### src/rtl/run_controller_if.sv
// Run-controller bus: core-side requests/indications and controller status outputs.
interface run_controller_if;
  logic        pause_req;
  logic        step_req;
  logic        halt_in;
  logic        core_reset;
  logic        core_en;
  logic        done;
  logic [31:0] cycle_count;
  logic [2:0]  state;

  modport master (
    output pause_req, step_req, halt_in,
    input  core_reset, core_en, done, cycle_count, state
  );

  modport slave (
    input  pause_req, step_req, halt_in,
    output core_reset, core_en, done, cycle_count, state
  );
endinterface

### src/rtl/run_controller.sv
// Core run controller: reset hold, run/pause, cycle budget and sticky done.
// Define RUN_CTRL_STEP_EN to compile in single-step support (STEP state).
module run_controller #(
  parameter int unsigned RESET_HOLD = 2,
  parameter int unsigned MAX_CYCLES = 100
) (
  input logic             clock,
  input logic             reset,
  run_controller_if.slave bus
);

  typedef enum logic [2:0] {
    ST_HOLD  = 3'd0,
    ST_RUN   = 3'd1,
    ST_PAUSE = 3'd2,
    ST_STEP  = 3'd3,
    ST_DONE  = 3'd4
  } state_t;

  localparam logic [7:0]  HOLD_LAST = 8'(RESET_HOLD - 1);
  localparam logic [31:0] CYC_LAST  = 32'(MAX_CYCLES - 1);

  state_t      state_q, state_d;
  logic [7:0]  hold_q, hold_d;
  logic [31:0] count_q;
  logic        enabled;
  logic        finish;
  logic        step_edge;

`ifdef RUN_CTRL_STEP_EN
  logic step_q;

  always_ff @(posedge clock) begin
    if (reset) step_q <= 1'b0;
    else       step_q <= bus.step_req;
  end

  assign step_edge = bus.step_req & ~step_q;
`else
  assign step_edge = 1'b0;
`endif

  assign enabled = (state_q == ST_RUN) || (state_q == ST_STEP);
  // Budget hit is detected on the last counted cycle so that cycle is still enabled.
  assign finish  = bus.halt_in || ((MAX_CYCLES != 0) && (count_q == CYC_LAST));

  always_comb begin
    state_d = state_q;
    hold_d  = hold_q;
    unique case (state_q)
      ST_HOLD: begin
        if (hold_q == HOLD_LAST) state_d = ST_RUN;
        else                     hold_d  = hold_q + 8'd1;
      end
      ST_RUN: begin
        if (finish)             state_d = ST_DONE;
        else if (bus.pause_req) state_d = ST_PAUSE;
      end
      ST_PAUSE: begin
        if (!bus.pause_req)  state_d = ST_RUN;
        else if (step_edge)  state_d = ST_STEP;
      end
      ST_STEP:  state_d = finish ? ST_DONE : ST_PAUSE;
      ST_DONE:  state_d = ST_DONE;
      default:  state_d = ST_HOLD;
    endcase
  end

  always_ff @(posedge clock) begin
    if (reset) begin
      state_q <= ST_HOLD;
      hold_q  <= '0;
      count_q <= '0;
    end else begin
      state_q <= state_d;
      hold_q  <= hold_d;
      if (enabled && (count_q != '1)) count_q <= count_q + 32'd1;
    end
  end

  assign bus.core_reset  = (state_q == ST_HOLD);
  assign bus.core_en     = enabled;
  assign bus.done        = (state_q == ST_DONE);
  assign bus.cycle_count = count_q;
  assign bus.state       = state_q;

endmodule

### src/flat_wrapper.sv
// flat-port wrapper written by rule: the top's interface ports become plain ports
module run_controller_flat 
#(
  parameter int unsigned RESET_HOLD = 2,
  parameter int unsigned MAX_CYCLES = 100
)
  (clock, reset, bus_pause_req, bus_step_req, bus_halt_in, bus_core_reset, bus_core_en, bus_done, bus_cycle_count, bus_state);
  run_controller_if bus_i ();
  input logic clock;
  input logic reset;
  input wire logic [$bits(bus_i.pause_req)-1:0] bus_pause_req;
  input wire logic [$bits(bus_i.step_req)-1:0] bus_step_req;
  input wire logic [$bits(bus_i.halt_in)-1:0] bus_halt_in;
  output wire logic [$bits(bus_i.core_reset)-1:0] bus_core_reset;
  output wire logic [$bits(bus_i.core_en)-1:0] bus_core_en;
  output wire logic [$bits(bus_i.done)-1:0] bus_done;
  output wire logic [$bits(bus_i.cycle_count)-1:0] bus_cycle_count;
  output wire logic [$bits(bus_i.state)-1:0] bus_state;
  assign bus_i.pause_req = bus_pause_req;
  assign bus_i.step_req = bus_step_req;
  assign bus_i.halt_in = bus_halt_in;
  assign bus_core_reset = bus_i.core_reset;
  assign bus_core_en = bus_i.core_en;
  assign bus_done = bus_i.done;
  assign bus_cycle_count = bus_i.cycle_count;
  assign bus_state = bus_i.state;
  run_controller #(.RESET_HOLD(RESET_HOLD), .MAX_CYCLES(MAX_CYCLES)) u_core (.clock(clock), .reset(reset), .bus(bus_i));
endmodule
### config.mk
export PLATFORM = sky130hd
export DESIGN_NAME = run_controller_flat
export DESIGN_NICKNAME = d
export VERILOG_FILES = /design/src/rtl/run_controller_if.sv /design/src/rtl/run_controller.sv /design/src/flat_wrapper.sv
export SDC_FILE = /design/constraint.sdc
export NUM_CORES = 1
export LEC_CHECK = 0
export BUFFER_PORTS_ARGS = -buffer_cell sky130_fd_sc_hd__buf_2
export CAP_MARGIN = 5
export CORE_ASPECT_RATIO = 0.8
export CORE_MARGIN = 3
export CORE_UTILIZATION = 49
export DETAILED_ROUTE_END_ITERATION = 10
export GPL_TIMING_DRIVEN = 0
export PLACE_DENSITY_LB_ADDON = 0.15
export SYNTH_ARGS = -nofsm -noshare
export SYNTH_HDL_FRONTEND = slang
export SYNTH_SLANG_ARGS = --single-unit
### constraint.sdc
create_clock -name clock -period 2.3 [get_ports clock]
set_clock_uncertainty 0.15 [all_clocks]
set_input_delay 0.23 -clock clock [delete_from_list [all_inputs] [get_ports clock]]
set_output_delay 0.23 -clock clock [all_outputs]
set_load 0.05 [all_outputs]
== After elaboration in Yosys (flattened, before gate mapping) ==
Index checks and enable logic that the tools add are counted.
Storage, ports and cells
  bits in registers: 43
  input port bits: 5
  output and inout bits: 38
  word-level logic and storage cells: 28
Cells by class
  $add $sub $neg: 2
  equal/unequal tests: 10
  muxes and demuxes: 6
  bitwise logic cells: 1
  reductions and logical operators: 6
Operators with widths (number)
  32-bit by 1-bit adder with 32-bit output, second input constant: 1
  32-bit by 7-bit == test with 1-bit output, second input constant: 1
  32-bit != test, second input constant: 1
  3-bit 2-to-1 mux: 5
  3-bit one-hot mux with 5 select lines: 1
  8-bit by 1-bit adder with 8-bit output, second input constant: 1
  8-bit by 1-bit == test with 1-bit output, second input constant: 1
  3-bit by 2-bit == test with 1-bit output, second input constant: 2
  3-bit by 1-bit == test with 1-bit output, second input constant: 1
  3-bit == test, second input constant: 1
  3-bit logical NOT: 1
  3-bit by 2-bit != test with 1-bit output, second input constant: 1
  3-bit AND reduction: 1
  1-bit logical OR: 2
  2-bit by 1-bit != test with 1-bit output, second input constant: 1
  2-bit != test, second input constant: 1
  2-bit AND reduction: 1
  1-bit logical AND: 1
  1-bit NOT: 1

== Longest topological paths before layout ==
  word-level depth: 4
  gate-level depth with buffers: 8
  gate-level depth less buffers: 6

== Least setup slack after synthesis ==
No wires, ideal clock.
  kind: flip-flop to flip-flop
  from: register u_core.state_q[0] (netlist: u_core.bus.state[0])
  to: register u_core.hold_q[1]
  library setup time: 0.086 ns
  arrival: 2.613 ns
  data required time: 2.064 ns
  slack: -0.548 ns
  cell stages (with the launch flop): 5
  buffers on the path: 0
  period minus slack after synthesis: 2.848 ns
  path through: dfxtp_1 -> nor3_1 -> a21boi_1 -> nor2_1 -> a211oi_1
On the way
  word-level cells in the longest chain between the ends: 2
Ends and longest elaborated chain
  start, declared: line run_controller.sv:23  | state_t state_q, state_d;
  start signal, assigned: line run_controller.sv:75  | state_q <= state_d;
  3-bit logical NOT
  net bus_core_reset: line flat_wrapper.sv:14  | output wire logic [$bits(bus_i.core_reset)-1:0] bus_core_reset;
  2-bit AND reduction (no line)
  end signal, assigned: line run_controller.sv:76  | hold_q <= hold_d;
  end, declared: line run_controller.sv:24  | logic [7:0] hold_q, hold_d;
The timed path passes the listed nets, and every way through them passes these cells.
A chain may end at the register's enable or synchronous reset.

== Worst setup path after layout ==
  from: register u_core.count_q[2] (netlist: u_core.bus.cycle_count[2])
  to: register u_core.count_q[23] (netlist: u_core.bus.cycle_count[23])
On the way
  word-level cells in the longest chain between the ends: 2
  elaborated cells between the ends (all ways): 3
  those cells by class: add/sub: 1; eq/ne: 1; reduce/logical: 1
Ends and longest elaborated chain
  start, declared: line run_controller.sv:25  | logic [31:0] count_q;
  start signal, assigned: line run_controller.sv:77  | if (enabled && (count_q != '1)) count_q <= count_q + 32'd1;
  branches (longest 2 deep; another with 32-bit by 1-bit adder with 32-bit output)
Parallel ways; which one is timed is not known.

==> results.sh <==
export IMPL_status="finished, final reports clean"
export IMPL_antenna_found_initial=0
export IMPL_max_stage_delay_ns=0.36
export IMPL_drive_gt1_frac=0.3312
export IMPL_synthCells=259
export IMPL_reg2reg_from="u_core.bus.cycle_count[2]"
export IMPL_slowest_stage="or3_1"
export IMPL_cp_max_fo=10
export IMPL_clk_latency_ns=0.30
export IMPL_rr_worst_depth=8
export IMPL_final_util=0.6463
export IMPL_min_path_cells=3
export IMPL_die_area_um2=5306
export IMPL_port_buffers=40
export IMPL_grt_pass1_wl_mm=9.439
export IMPL_worst_pin_slew_ns=0.5639
export IMPL_start_util=0.5170
export IMPL_min_path_type="input pin to flip-flop"
export IMPL_wl_met2_mm=2.536
export IMPL_critPathLaunchType="flip-flop"
export IMPL_clk_path_buf_depth=2
export IMPL_grt_ovfl_total=0
export IMPL_nFillCells=380
export IMPL_place_area_um2=2530
export IMPL_final_common_cell="buf_2"
export IMPL_routedWlPerCell_um=15.11
export IMPL_wirelength_met1_mm=2.652
export IMPL_drt_vias_per_instance=5.853
export IMPL_avgSynthCellArea_um2=8.444
export IMPL_final_max_slew_viol_count=0
export IMPL_grt_pass1_vias=1948
export IMPL_period_share=0.9624
export IMPL_area_delta_synth_final_pct=25.00
export IMPL_core_um2=4230
export IMPL_dp_cells=356
export IMPL_synth_seq_area_share=0.3936
export IMPL_ys_types=46
export IMPL_die_y_um=65.76
export IMPL_cp_arrival_ns=2.30
export IMPL_synthesis_area_um2=2187
export IMPL_critical_path_startpoint="u_core.bus.cycle_count[2]"
export IMPL_numClockSinks=43
export IMPL_wl_met3_um=324
export IMPL_routed_via_count=2189
export IMPL_synth_ff_type="dfxtp_1"
export IMPL_cts_made_buffers=5
export IMPL_grt_usage=0.2289
export IMPL_critical_path_top_delay_family="simple AND/OR/NAND/NOR gates"
export IMPL_clock_fmax_mhz=451.8
export IMPL_h_tree_depth=2
export IMPL_powerDensity_nw_per_um2=645.0
export IMPL_first_iter_violations=158
export IMPL_synth_seq_cells=43
export IMPL_final_cells=374
export IMPL_hp_start="bus_pause_req"
export IMPL_place_congestion=0.7765
export IMPL_final_cell_mix="41 x buf_2, 29 x nor2_1, 25 x dfxtp_2"
export IMPL_crit_type="flip-flop to flip-flop"
export IMPL_dpl_hpwl_mm=3.839
export IMPL_dr_pass1_iters=4
export IMPL_io_pins=43
export IMPL_crit_chain="buf_6 -> nand4_4 -> or3_1 -> buf_4 -> a211o_4 -> buf_6 -> or3_1 -> a21oi_1"
export IMPL_diodes=0
export IMPL_ir_worst_vdd_mv=0.5019
export IMPL_cap_violations=0
export IMPL_synth_edf_count=0
export IMPL_cts_root_buf="clkbuf_8"
export IMPL_finalHoldViolCount=0
export IMPL_yosysWarnings=0
export IMPL_p_leak_nw=1.067
export IMPL_nNetsFinal=324
export IMPL_max_slew_margin=0.6241
export IMPL_topRoutingLayerUsed="met4"
export IMPL_synth_async_reset_ratio=0
export IMPL_rows=21
export IMPL_antenna_left=0
export IMPL_worst_endpoint_required_ns=2.38
export IMPL_drc_errors=0
export IMPL_dieWidth_um=80.70
export IMPL_crit_buf_inv=3
export IMPL_path_clk_slew_ns=0.09
export IMPL_finalSetupViolations=0
export IMPL_path_depth=8
export IMPL_final_area_um2=2734
export IMPL_end_kind="flip-flop"
export IMPL_routed_wl_mm=5.651
export IMPL_synthesis_nets=267
export IMPL_grt_max_degree=13
export IMPL_period_needed_ns=2.213
export IMPL_cts_tree="done"
export IMPL_whs_ns=0.1533
state kept, by name, summed over array words and instances, names as in the netlist:
| name | flops |
|---|---|
| u_core.bus.cycle_count | 32 |
| u_core.hold_q | 8 |
| u_core.bus.state | 3 |
report_power, final:
part	switching, mW	internal [mW]	total, mW
Clock	0.262	0.214	0.476
Combinational	0.303	0.137	0.440
Sequential	0.0616	0.786	0.847
Total	0.627	1.14	1.76
layer usage:
layer	global-route usage	vias up
met4	0.09916	0
li1	-	1074
met3	0.04658	15
met2	0.3481	63
met1	0.3126	1037
met5	0	-
path summary, 6_finish.rpt:
| path | endpoint | slack [ns] |
|---|---|---|
| setup / recovery | u_core.bus.cycle_count[23] | 0.09 |
| hold / removal | u_core.bus.state[0] | 0.15 |
| setup reg to reg | u_core.bus.cycle_count[23] | 0.09 |
| hold reg to reg | u_core.bus.state[1] | 0.35 |
area by class of cell:
type,count,area [µm²],area share
Multi-Input combinational cell,200,1323,0.4838
Clock buffer,7,76.32,0.02792
Buffer,11,61.31,0.02243
Sequential cell,43,903.4,0.3304
Clock inverter,1,5.005,0.001831
Tap cell,57,71.32,0.02609
Timing Repair Buffer,50,275.3,0.1007
Inverter,5,18.77,0.006865
stage by stage:
stage               total power [mW]    TNS, ns  setup WS [ns]
floorplan                      1.196  -0.002310      -0.002310
global route                   1.851  -0.003763      -0.003763
CTS                            1.760  -0.004518      -0.004518
detailed placement             1.292    -0.1985       -0.07823
global placement               1.284    -0.1926       -0.06695
finish                         1.763          0        0.08657
cell families (layout without fill, tap and decap cells):
| family | count (synthesis) | count (layout) | synth area share |
|---|---|---|---|
| DFF | 43 | 43 | 0.3936 |
| muxes | 1 | 1 | 0.004577 |
| adders and majority gates | 3 | 3 | 0.01716 |
| and+or+nand+nor | 120 | 120 | 0.3072 |
| xor gates and xnor gates | 22 | 22 | 0.08810 |
| AOI/OAI and AO/OA | 54 | 54 | 0.1556 |
| buffers and inverters | 16 | 74 | 0.03376 |
cells in the mapped netlist, drive strengths merged, types with 3 or more instances:
cell | instances | area [µm²]
dfxtp | 43 | 860.8
nor2 | 29 | 108.9
a21oi | 18 | 90.09
xnor2 | 16 | 140.1
nand2 | 14 | 52.55
nand4 | 14 | 93.84
or3 | 13 | 85.08
o21ai | 11 | 55.05
nand3 | 9 | 45.04
a211oi | 8 | 60.06
nor3 | 8 | 45.04
nor4 | 8 | 56.30
buf | 6 | 36.29
xor2 | 6 | 52.55
and3 | 5 | 31.28
and4 | 5 | 43.79
clkbuf | 5 | 18.77
inv | 5 | 18.77
a31oi | 4 | 25.02
or4 | 4 | 30.03
and2 | 3 | 18.77
ha | 3 | 37.54
o31ai | 3 | 22.52
what timing repair did:
action | in CTS | in global routing
buffers inserted | 0 | 10
pin swaps | 1 | 6
endpoints found under the setup margin | 8 | 25
resized for setup | 3 | 6
hold buffers | 0 | 0
worst register-to-register path, delay by kind of cell, from the launching register on:
family / cells / cell delay, ns
AOI/OAI and AO/OA: 2 / 0.43
buffers and inverters: 3 / 0.43
DFF: 1 / 0.35
and+or+nand+nor: 3 / 0.79
No activity file was read; power rests on OpenSTA's default activity.
